### config.mk
export PLATFORM = sky130hd
export DESIGN_NAME = moore_seq_det
export DESIGN_NICKNAME = d
export VERILOG_FILES = /design/src/rtl/moore_seq_det_pkg.sv /design/src/rtl/moore_seq_det_sat_counter.sv /design/src/rtl/moore_seq_det.sv
export SDC_FILE = /design/constraint.sdc
export NUM_CORES = 1
export LEC_CHECK = 0
export ABC_AREA = 1
export CORE_MARGIN = 8
export CORE_UTILIZATION = 45
export CTS_BUF_LIST = sky130_fd_sc_hd__clkbuf_8
export DETAILED_ROUTE_END_ITERATION = 10
export PLACE_DENSITY = 0.8
export SLEW_MARGIN = 5
export SYNTH_ARGS = -nofsm -noshare
export SYNTH_HDL_FRONTEND = slang
export SYNTH_SLANG_ARGS = --single-unit
### constraint.sdc
create_clock -name clock -period 2.85 [get_ports clock]
set_input_delay 0.57 -clock clock [delete_from_list [all_inputs] [get_ports clock]]
set_output_delay 0.57 -clock clock [all_outputs]
set_load 0.05 [all_outputs]
### src/rtl/moore_seq_det_pkg.sv
// Shared constants and elaboration-time helpers for the serial pattern detector.
// The KMP transition table is built entirely from these constant functions.
package moore_seq_det_pkg;

    localparam int MAX_LEN = 16;

    function automatic int state_w(input int len);
        return $clog2(len + 1);
    endfunction

    // pat[len-1] is the first bit of the pattern on the wire
    function automatic int border_len(
        input logic [MAX_LEN-1:0] pat,
        input int                 len
    );
        int   best;
        logic ok;
        best = 0;
        for (int b = 1; b < len; b++) begin
            ok = 1'b1;
            for (int i = 0; i < b; i++)
                if (pat[len-1-i] != pat[b-1-i]) ok = 1'b0;
            if (ok) best = b;
        end
        return best;
    endfunction

    function automatic int next_state(
        input int                 k,
        input logic               bit_in,
        input logic [MAX_LEN-1:0] pat,
        input int                 len
    );
        int   best;
        int   pos;
        logic ok;
        logic s;
        best = 0;
        for (int j = 1; j <= k + 1; j++) begin
            ok = 1'b1;
            for (int i = 0; i < j; i++) begin
                pos = k + 1 - j + i;
                s   = (pos == k) ? bit_in : pat[len-1-pos];
                if (pat[len-1-i] != s) ok = 1'b0;
            end
            if (ok) best = j;
        end
        return best;
    endfunction

endpackage

### src/rtl/moore_seq_det_sat_counter.sv
// Saturating event counter; a clear on the same edge beats an increment.
module sat_counter #(
    parameter int CNT_W = 8
) (
    input  logic             clock,
    input  logic             reset,
    input  logic             inc,
    input  logic             clr,
    output logic [CNT_W-1:0] cnt
);

    always_ff @(posedge clock or negedge reset) begin
        if (!reset) begin
            cnt <= '0;
        end else if (clr) begin
            cnt <= '0;
        end else if (inc && (cnt != '1)) begin
            cnt <= cnt + 1'b1;
        end
    end

endmodule

### src/rtl/moore_seq_det.sv
// Moore serial pattern detector with overlap mode, valid qualifier
// and a saturating match counter.
module moore_seq_det
    import moore_seq_det_pkg::*;
#(
    parameter int             LEN     = 3,
    parameter logic [LEN-1:0] PATTERN = LEN'(3'b000),
    parameter int             CNT_W   = 8,
    localparam int            SW      = state_w(LEN)
) (
    input  logic             clock,
    input  logic             reset,
    input  logic             x_in,
    input  logic             x_valid,
    input  logic             mode_overlap,
    input  logic             clear_cnt,
    output logic             y_out,
    output logic [SW-1:0]    state_out,
    output logic [CNT_W-1:0] match_cnt
);

    localparam logic [MAX_LEN-1:0] PAT   = MAX_LEN'(PATTERN);
    localparam int                 B     = border_len(PAT, LEN);
    localparam logic [SW-1:0]      S_LEN = SW'(LEN);
    localparam int                 ROWS  = 2 ** SW;

    logic [SW-1:0] tbl0 [ROWS];
    logic [SW-1:0] tbl1 [ROWS];
    logic [SW-1:0] state;
    logic [SW-1:0] src;
    logic [SW-1:0] nxt;
    logic          hit;

    // Rows LEN and above are never selected; S_LEN is remapped to src first
    for (genvar k = 0; k < ROWS; k++) begin : g_row
        if (k < LEN) begin : g_live
            assign tbl0[k] = SW'(next_state(k, 1'b0, PAT, LEN));
            assign tbl1[k] = SW'(next_state(k, 1'b1, PAT, LEN));
        end else begin : g_pad
            assign tbl0[k] = '0;
            assign tbl1[k] = '0;
        end
    end

    always_comb begin
        src = state;
        if (state == S_LEN) src = mode_overlap ? SW'(B) : '0;
        nxt = x_in ? tbl1[src] : tbl0[src];
    end

    assign hit = x_valid && (nxt == S_LEN);

    always_ff @(posedge clock or negedge reset) begin
        if (!reset) begin
            state <= '0;
            y_out <= 1'b0;
        end else if (x_valid) begin
            state <= nxt;
            y_out <= (nxt == S_LEN);
        end
    end

    assign state_out = state;

    sat_counter #(
        .CNT_W(CNT_W)
    ) u_cnt (
        .clock(clock),
        .reset(reset),
        .inc  (hit),
        .clr  (clear_cnt),
        .cnt  (match_cnt)
    );

endmodule

==> results.json <==
{
  "p_sw_w": 0.000110,
  "yosysSeqAreaShare_pct": 44.2,
  "path_delay_family": "buffers and inverters",
  "clockRootBuffer": "clkbuf_8",
  "cp.required_ns": 2.28,
  "grt_usage_pct": 12.1,
  "rsz0062_at_grt": "false",
  "drtIter0Drc": 15,
  "post-cts-setup-buffers": 0,
  "cts_sinks": 11,
  "floorplan.initialDensity_pct": 47.9,
  "ios": 17,
  "die-area_um2": 2830,
  "syn_to_final_growth_pct": 35.9,
  "placed_area_um2": 802,
  "portBuffers": 16,
  "grt_max_degree": 12,
  "gp_congestion": 0.823,
  "clockBufferDepth": 2,
  "max-cap-violations": 0,
  "clock.fmax_ghz": 0.470,
  "p_leak_nw": 0.398,
  "rr_startpoint": "u_cnt.cnt[1]$_DFFE_PN0P_",
  "use_met3_pct": 2.80,
  "swShare_pct": 28.2,
  "pwr-share-clk_pct": 39.1,
  "synth_area_leaders": "dfrtp_1 44%, nand2_1 17%, nor2_1 6.0%, nand3_1 5.6%, nand4_1 4.0%",
  "crit_path_start": "u_cnt.cnt[3]$_DFFE_PN0P_",
  "cts_resized": 0,
  "syn_area_per_cell_um2": 7.33,
  "cp-endpoint": "match_cnt[3]",
  "die_w_um": 53.2,
  "pwr-share-seq_pct": 43.2,
  "crit_arrival_ns": 1.56,
  "max_slew_margin_pct": 66.2,
  "grt_pass1_wl_um": 2570,
  "row_count": 13,
  "vias_per_cell": 5.29,
  "htree_levels": 1,
  "finalHoldViolCount": 0,
  "combinationalPowerShare_pct": 17.7,
  "synth_top_area_share_pct": 44.2,
  "dp_cells": 116,
  "hold_class": "reg -> reg",
  "insertion_delay_ns": 0.24,
  "drive_gt1_share_pct": 14.3,
  "critPathKind": "reg -> out",
  "nNetsFinal": 113,
  "finalNonFillerCells": 120,
  "postRouteAntennaNets": 0,
  "clk_pin_slew_ns": 0.05,
  "tns_ns": 0,
  "dr.pass1.iters": 4,
  "synth-seq-cells": 11,
  "use_met1_pct": 13.3,
  "grt_busiest_layer": "met2",
  "regToRegSetupSlack_ns": 1.49,
  "yosys_warnings": 0,
  "cpMaxStageDelayCell": "clkdlybuf4s50_1",
  "wl_um": 1580,
  "period_needed_ns": 2.13,
  "path_buf_inv": 1,
  "cts_made_buffers": 3,
  "vias": 635,
  "cp_num_cells": 1,
  "drcViolationCount": 0,
  "outcome": "complete, no violations",
  "crit_fanout": 6,
  "antenna_found_initial": 0,
  "met2_usage_pct": 21.1,
  "skew_ns": 0.00396,
  "cts_tree": "yes",
  "internal-power_w": 0.000281,
  "post-route-period-util_pct": 74.7,
  "cp-start-kind": "flip-flop",
  "diodes": 0,
  "end_kind": "primary output",
  "setup_viol": 0,
  "reg2reg_depth": 9,
  "netlist_area_um2": 623,
  "grt_pass1_vias": 605,
  "core_region_area_um2": 1300,
  "cts.hold.buffers_added": 0,
  "synth_nets": 92,
  "cpPeakStageDelay_ns": 0.85,
  "cp_cell_sequence": "clkdlybuf4s50_1",
  "utilization_pct": 65.1,
  "r2r_end": "u_cnt.cnt[4]$_DFFE_PN0P_",
  "grt-ovfl-total": 0,
  "ir_worst_vdd_v": 0.000342,
  "finalInstanceArea_um2": 847,
  "ys_types": 19,
  "netlist_instances": 85,
  "power_density_nw_per_um2": 462,
  "wl_per_cell_um": 13.1,
  "die_h_um": 53.2,
  "yosysTopAreaCell": "dfrtp_1",
  "hpwl_um": 1200,
  "maxSlewViolCount": 0,
  "tightest_slew_ns": 0.505
}
-- sequential cells by signal, summed over array words and instances (netlist names) --
register   count
u_cnt.cnt      8
state_out      2
y_out          1
-- synth_stat cells --
cell type  number
ha_1            1
nand3_2         1
nand2_2         3
o21ai_0         1
clkinv_2        1
dfrtp_1        11
or2_2           2
xor2_1          1
inv_2           3
o21bai_1        1
nor2_1         10
o211ai_1        1
o21ai_1         1
o22ai_1         1
inv_1           6
nand4_1         4
nand2_1        28
nor2_2          2
nand3_1         7
-- layer usage --
layer / share of wire, % / routed length (um)
met2: 52 / 813
met5: 0 / 0
met1: 42 / 668
met3: 4.3 / 67
met4: 1.7 / 27
-- cells by family (layout without fill, tap and decap cells) --
| group | after synthesis | count (layout) | synth area share [%] |
|---|---|---|---|
| AO/OA/AOI/OAI | 5 | 5 | 5.02 |
| XOR/XNOR | 1 | 1 | 1.41 |
| flip-flops | 11 | 11 | 44.2 |
| buffers and inverters | 10 | 30 | 6.22 |
| AND/OR/NAND/NOR | 57 | 57 | 41.2 |
| adder cells (fa/ha/maj) | 1 | 1 | 2.01 |
-- cells in the final DEF (no fill, tap or decap), drive strengths merged --
cell and n:
or2 2, o21ai 2, o211ai 1, xor2 1
clkdlybuf4s50 16, nand3 8, clkinv 1, dfrtp 11
nand4 4, inv 10, nor2 12, o22ai 1
o21bai 1, nand2 31, ha 1, clkbuf 3
-- worst min path at each step --
stage | from | to | slack, ns | depth (start not counted)
finish | y_out$_DFFE_PN0P_ | y_out$_DFFE_PN0P_ | 0.53 | 2
global route | y_out$_DFFE_PN0P_ | y_out$_DFFE_PN0P_ | 0.61 | 2
floorplan | reset | state_out[0]$_DFFE_PN0P_ | 0.27 | 0
detailed placement | y_out$_DFFE_PN0P_ | y_out$_DFFE_PN0P_ | 0.53 | 2
global placement | y_out$_DFFE_PN0P_ | y_out$_DFFE_PN0P_ | 0.52 | 2
CTS | y_out$_DFFE_PN0P_ | y_out$_DFFE_PN0P_ | 0.54 | 2
-- through the flow --
stage                     power, W  hold WS, ns  worst slack, ns
after detailed placement  0.000242        0.529            0.950
after floorplan           0.000212        0.274             1.27
after CTS                 0.000398        0.543            0.729
after global placement    0.000240        0.516             1.00
after global routing      0.000412        0.608            0.678
final                     0.000391        0.526            0.722
-- cell type report --
type | count | area, um2
fill | 133 | 454
multi-input combinational | 64 | 309
sequential | 11 | 275
timing repair buffer | 16 | 160
clock buffer | 3 | 41.3
inverter | 10 | 38.8
tap | 15 | 18.8
clock inverter | 1 | 3.75
-- power groups by stage --
stage / clock, W / sequential [W] / combinational, W
finish: 0.000153 / 0.000169 / 0.0000692
global route: 0.000167 / 0.000170 / 0.0000740
CTS: 0.000159 / 0.000169 / 0.0000700
detailed placement: 0 / 0.000172 / 0.0000698
global placement: 0 / 0.000171 / 0.0000687
floorplan: 0 / 0.000193 / 0.0000183
Note: power is estimated with default switching activity, not from simulation.
==> edit, RTL diff (same flow settings) <==
`CNT_W` is set to 8 in 2 places; all go to 9.
--- a/src/rtl/moore_seq_det_sat_counter.sv
+++ b/src/rtl/moore_seq_det_sat_counter.sv
@@ -1,6 +1,6 @@
 // Saturating event counter; a clear on the same edge beats an increment.
 module sat_counter #(
-    parameter int CNT_W = 8
+    parameter int CNT_W = 9
 ) (
     input  logic             clock,
     input  logic             reset,
--- a/src/rtl/moore_seq_det.sv
+++ b/src/rtl/moore_seq_det.sv
@@ -5,7 +5,7 @@
 #(
     parameter int             LEN     = 3,
     parameter logic [LEN-1:0] PATTERN = LEN'(3'b000),
-    parameter int             CNT_W   = 8,
+    parameter int             CNT_W   = 9,
     localparam int            SW      = state_w(LEN)
 ) (
     input  logic             clock,
Interface: changed (resized match_cnt); port bits go from 17 to 18. No check against the original RTL was run, so the function may have changed too.
==> edit against the unedited design <==
- combinational power grew 6.4%
- register-to-register slack lost 0.50 ns
- total power grew 13%
- area after synthesis grew 11%
- final cell count grew 2.5%
- sequential share of layout area shrank 0.37 points
- setup slack gained 0.014 ns
- final area grew 10%
- first-iteration DRC count shrank 47%
- sequential cell count grew 1
- routed wire length shrank 1.8%
==> edit: results (changes against the unedited design) <==
- TritonCTS Buffers: 3 (unchanged)
- Post-detailed-routing wire length: 1550 µm (was 1580 µm)
- Outcome: finished, final reports clean (unchanged)
- Iteration-0 DRC count of the detailed router: 8 (was 15)
- Placed Instances: 119 (was 116)
- Tightest Hold Check Type: reg2reg (unchanged)
- VDD IR-drop max: 0.290 mV (was 0.342 mV)
- Stage delay of the slowest cell on the critical path: 0.85 ns (about the same)
- Fraction of layout instances using a drive strength above 1: 9.35% (was 14.3%)
- Post-placement worst setup slack: 0.947 ns (was 0.950 ns)
- Top cells by area in the synthesized netlist: dfrtp_1, nand2_1, nand3_1, nand4_1, ha_1 (was dfrtp_1, nand2_1, nor2_1, nand3_1, nand4_1)
- Worst-case reg-to-reg path depth: 8 (was 9)
- Total Routing Usage GR: 11.6% (was 12.1%)
- Avg Vias per Cell: 5.22 (was 5.29)
- Netlist cell types: 19 (unchanged)
- Gpl congestion: 0.822 (was 0.823)
- Number of buffers on the longest clock path: 2 (unchanged)
- Slowest cell on the critical path: clkdlybuf4s50_1 (unchanged)
- Most used flip-flop cell after synthesis: dfrtp_1 (unchanged)
- Count of buffers added by post-CTS timing repair for setup: 0 (unchanged)
- Mapped Avg Cell Area: 8.02 µm² (was 7.33 µm²)
- Number of antenna violations at the first check in global routing: 0 (unchanged)
- Area share of xor/xnor cells in the synthesized design: 2.54% (was 1.41%)
- Tightest slew margin relative to the limit: 63.9% (was 66.2%)
- Met1 capacity usage during global routing: 13.0% (was 13.3%)
- Post-detailed-route wirelength per cell: 12.6 µm (was 13.1 µm)
- Number of flip-flops in the largest register: 9 (was 8)
- Detailed-route wire length on metal 1: 666 µm (was 668 µm)
- Maximum number of pins on one net before global-route repair: 13 (was 12)
- Most frequent cells after synthesis: nand2_1, dfrtp_1, nand3_1 (was nand2_1, dfrtp_1, nor2_1)
- Routing usage on met2: 20.1% (was 21.1%)
- Number of nets produced by synthesis: 94 (was 92)
- Static leakage: 0.000434 µW (was 0.000398 µW)
- Buffers on Ports: 17 (was 16)
- Root buffer selected by CTS: clkbuf_8 (unchanged)
- Detailed-placement wirelength estimate: 1180 µm (was 1200 µm)
- Placed cell area: 880 µm² (was 802 µm²)
- Worst Clk Skew: 0.00162 ns (was 0.00396 ns)
- Highest metal layer used by the detailed router: met4 (unchanged)
- Worst Path Arrival: 1.54 ns (was 1.56 ns)
- Part of the Yosys area used for sequential elements: 43.6% (was 44.2%)
- Clock transition at path regs: 0.05 ns (about the same)
- Fraction of the mapped netlist area in adder cells: 3.63% (was 2.01%)
- Met2 WL post-DR: 753 µm (was 813 µm)
- Met3 usage: 2.41% (was 2.80%)
- WL met3: 106 µm (was 67 µm)
- Drt drc: 0 (unchanged)
- Number of global-route vias before repair: 618 (was 605)
- Number of detailed-routing iterations run before antenna repair: 4 (unchanged)
- Critical path fanouts, max: 6 (unchanged)
- Largest reg by FF count: u_cnt.cnt (unchanged)
- Post-synthesis compound-gate area fraction: 5.08% (was 5.02%)
edit: layout make-up:
cell class	count	area, µm²
clock buffers	4	55.1
fillers	142	537
inverters	8	30.0
multi-input cells	66	359
flip-flops and latches	12	300
well taps	16	20.0
repair buffers	17	170
edit: worst paths after layout:
check	slack (ns)	end	from
setup reg to reg	0.99	u_cnt.cnt[6]$_DFFE_PN0P_	u_cnt.cnt[1]$_DFFE_PN0P_
max in group asynchronous	1.81	u_cnt.cnt[2]$_DFFE_PN0P_	reset
hold / removal	0.48	y_out$_DFFE_PN0P_	y_out$_DFFE_PN0P_
min in group asynchronous	0.68	u_cnt.cnt[6]$_DFFE_PN0P_	reset
setup / recovery	0.74	match_cnt[3]	u_cnt.cnt[3]$_DFFE_PN0P_
hold reg to reg	0.48	y_out$_DFFE_PN0P_	y_out$_DFFE_PN0P_
edit: where the power goes:
part           internal, µW  switching [µW]
sequential              177            6.24
clock                   122            62.0
combinational          25.3            48.4
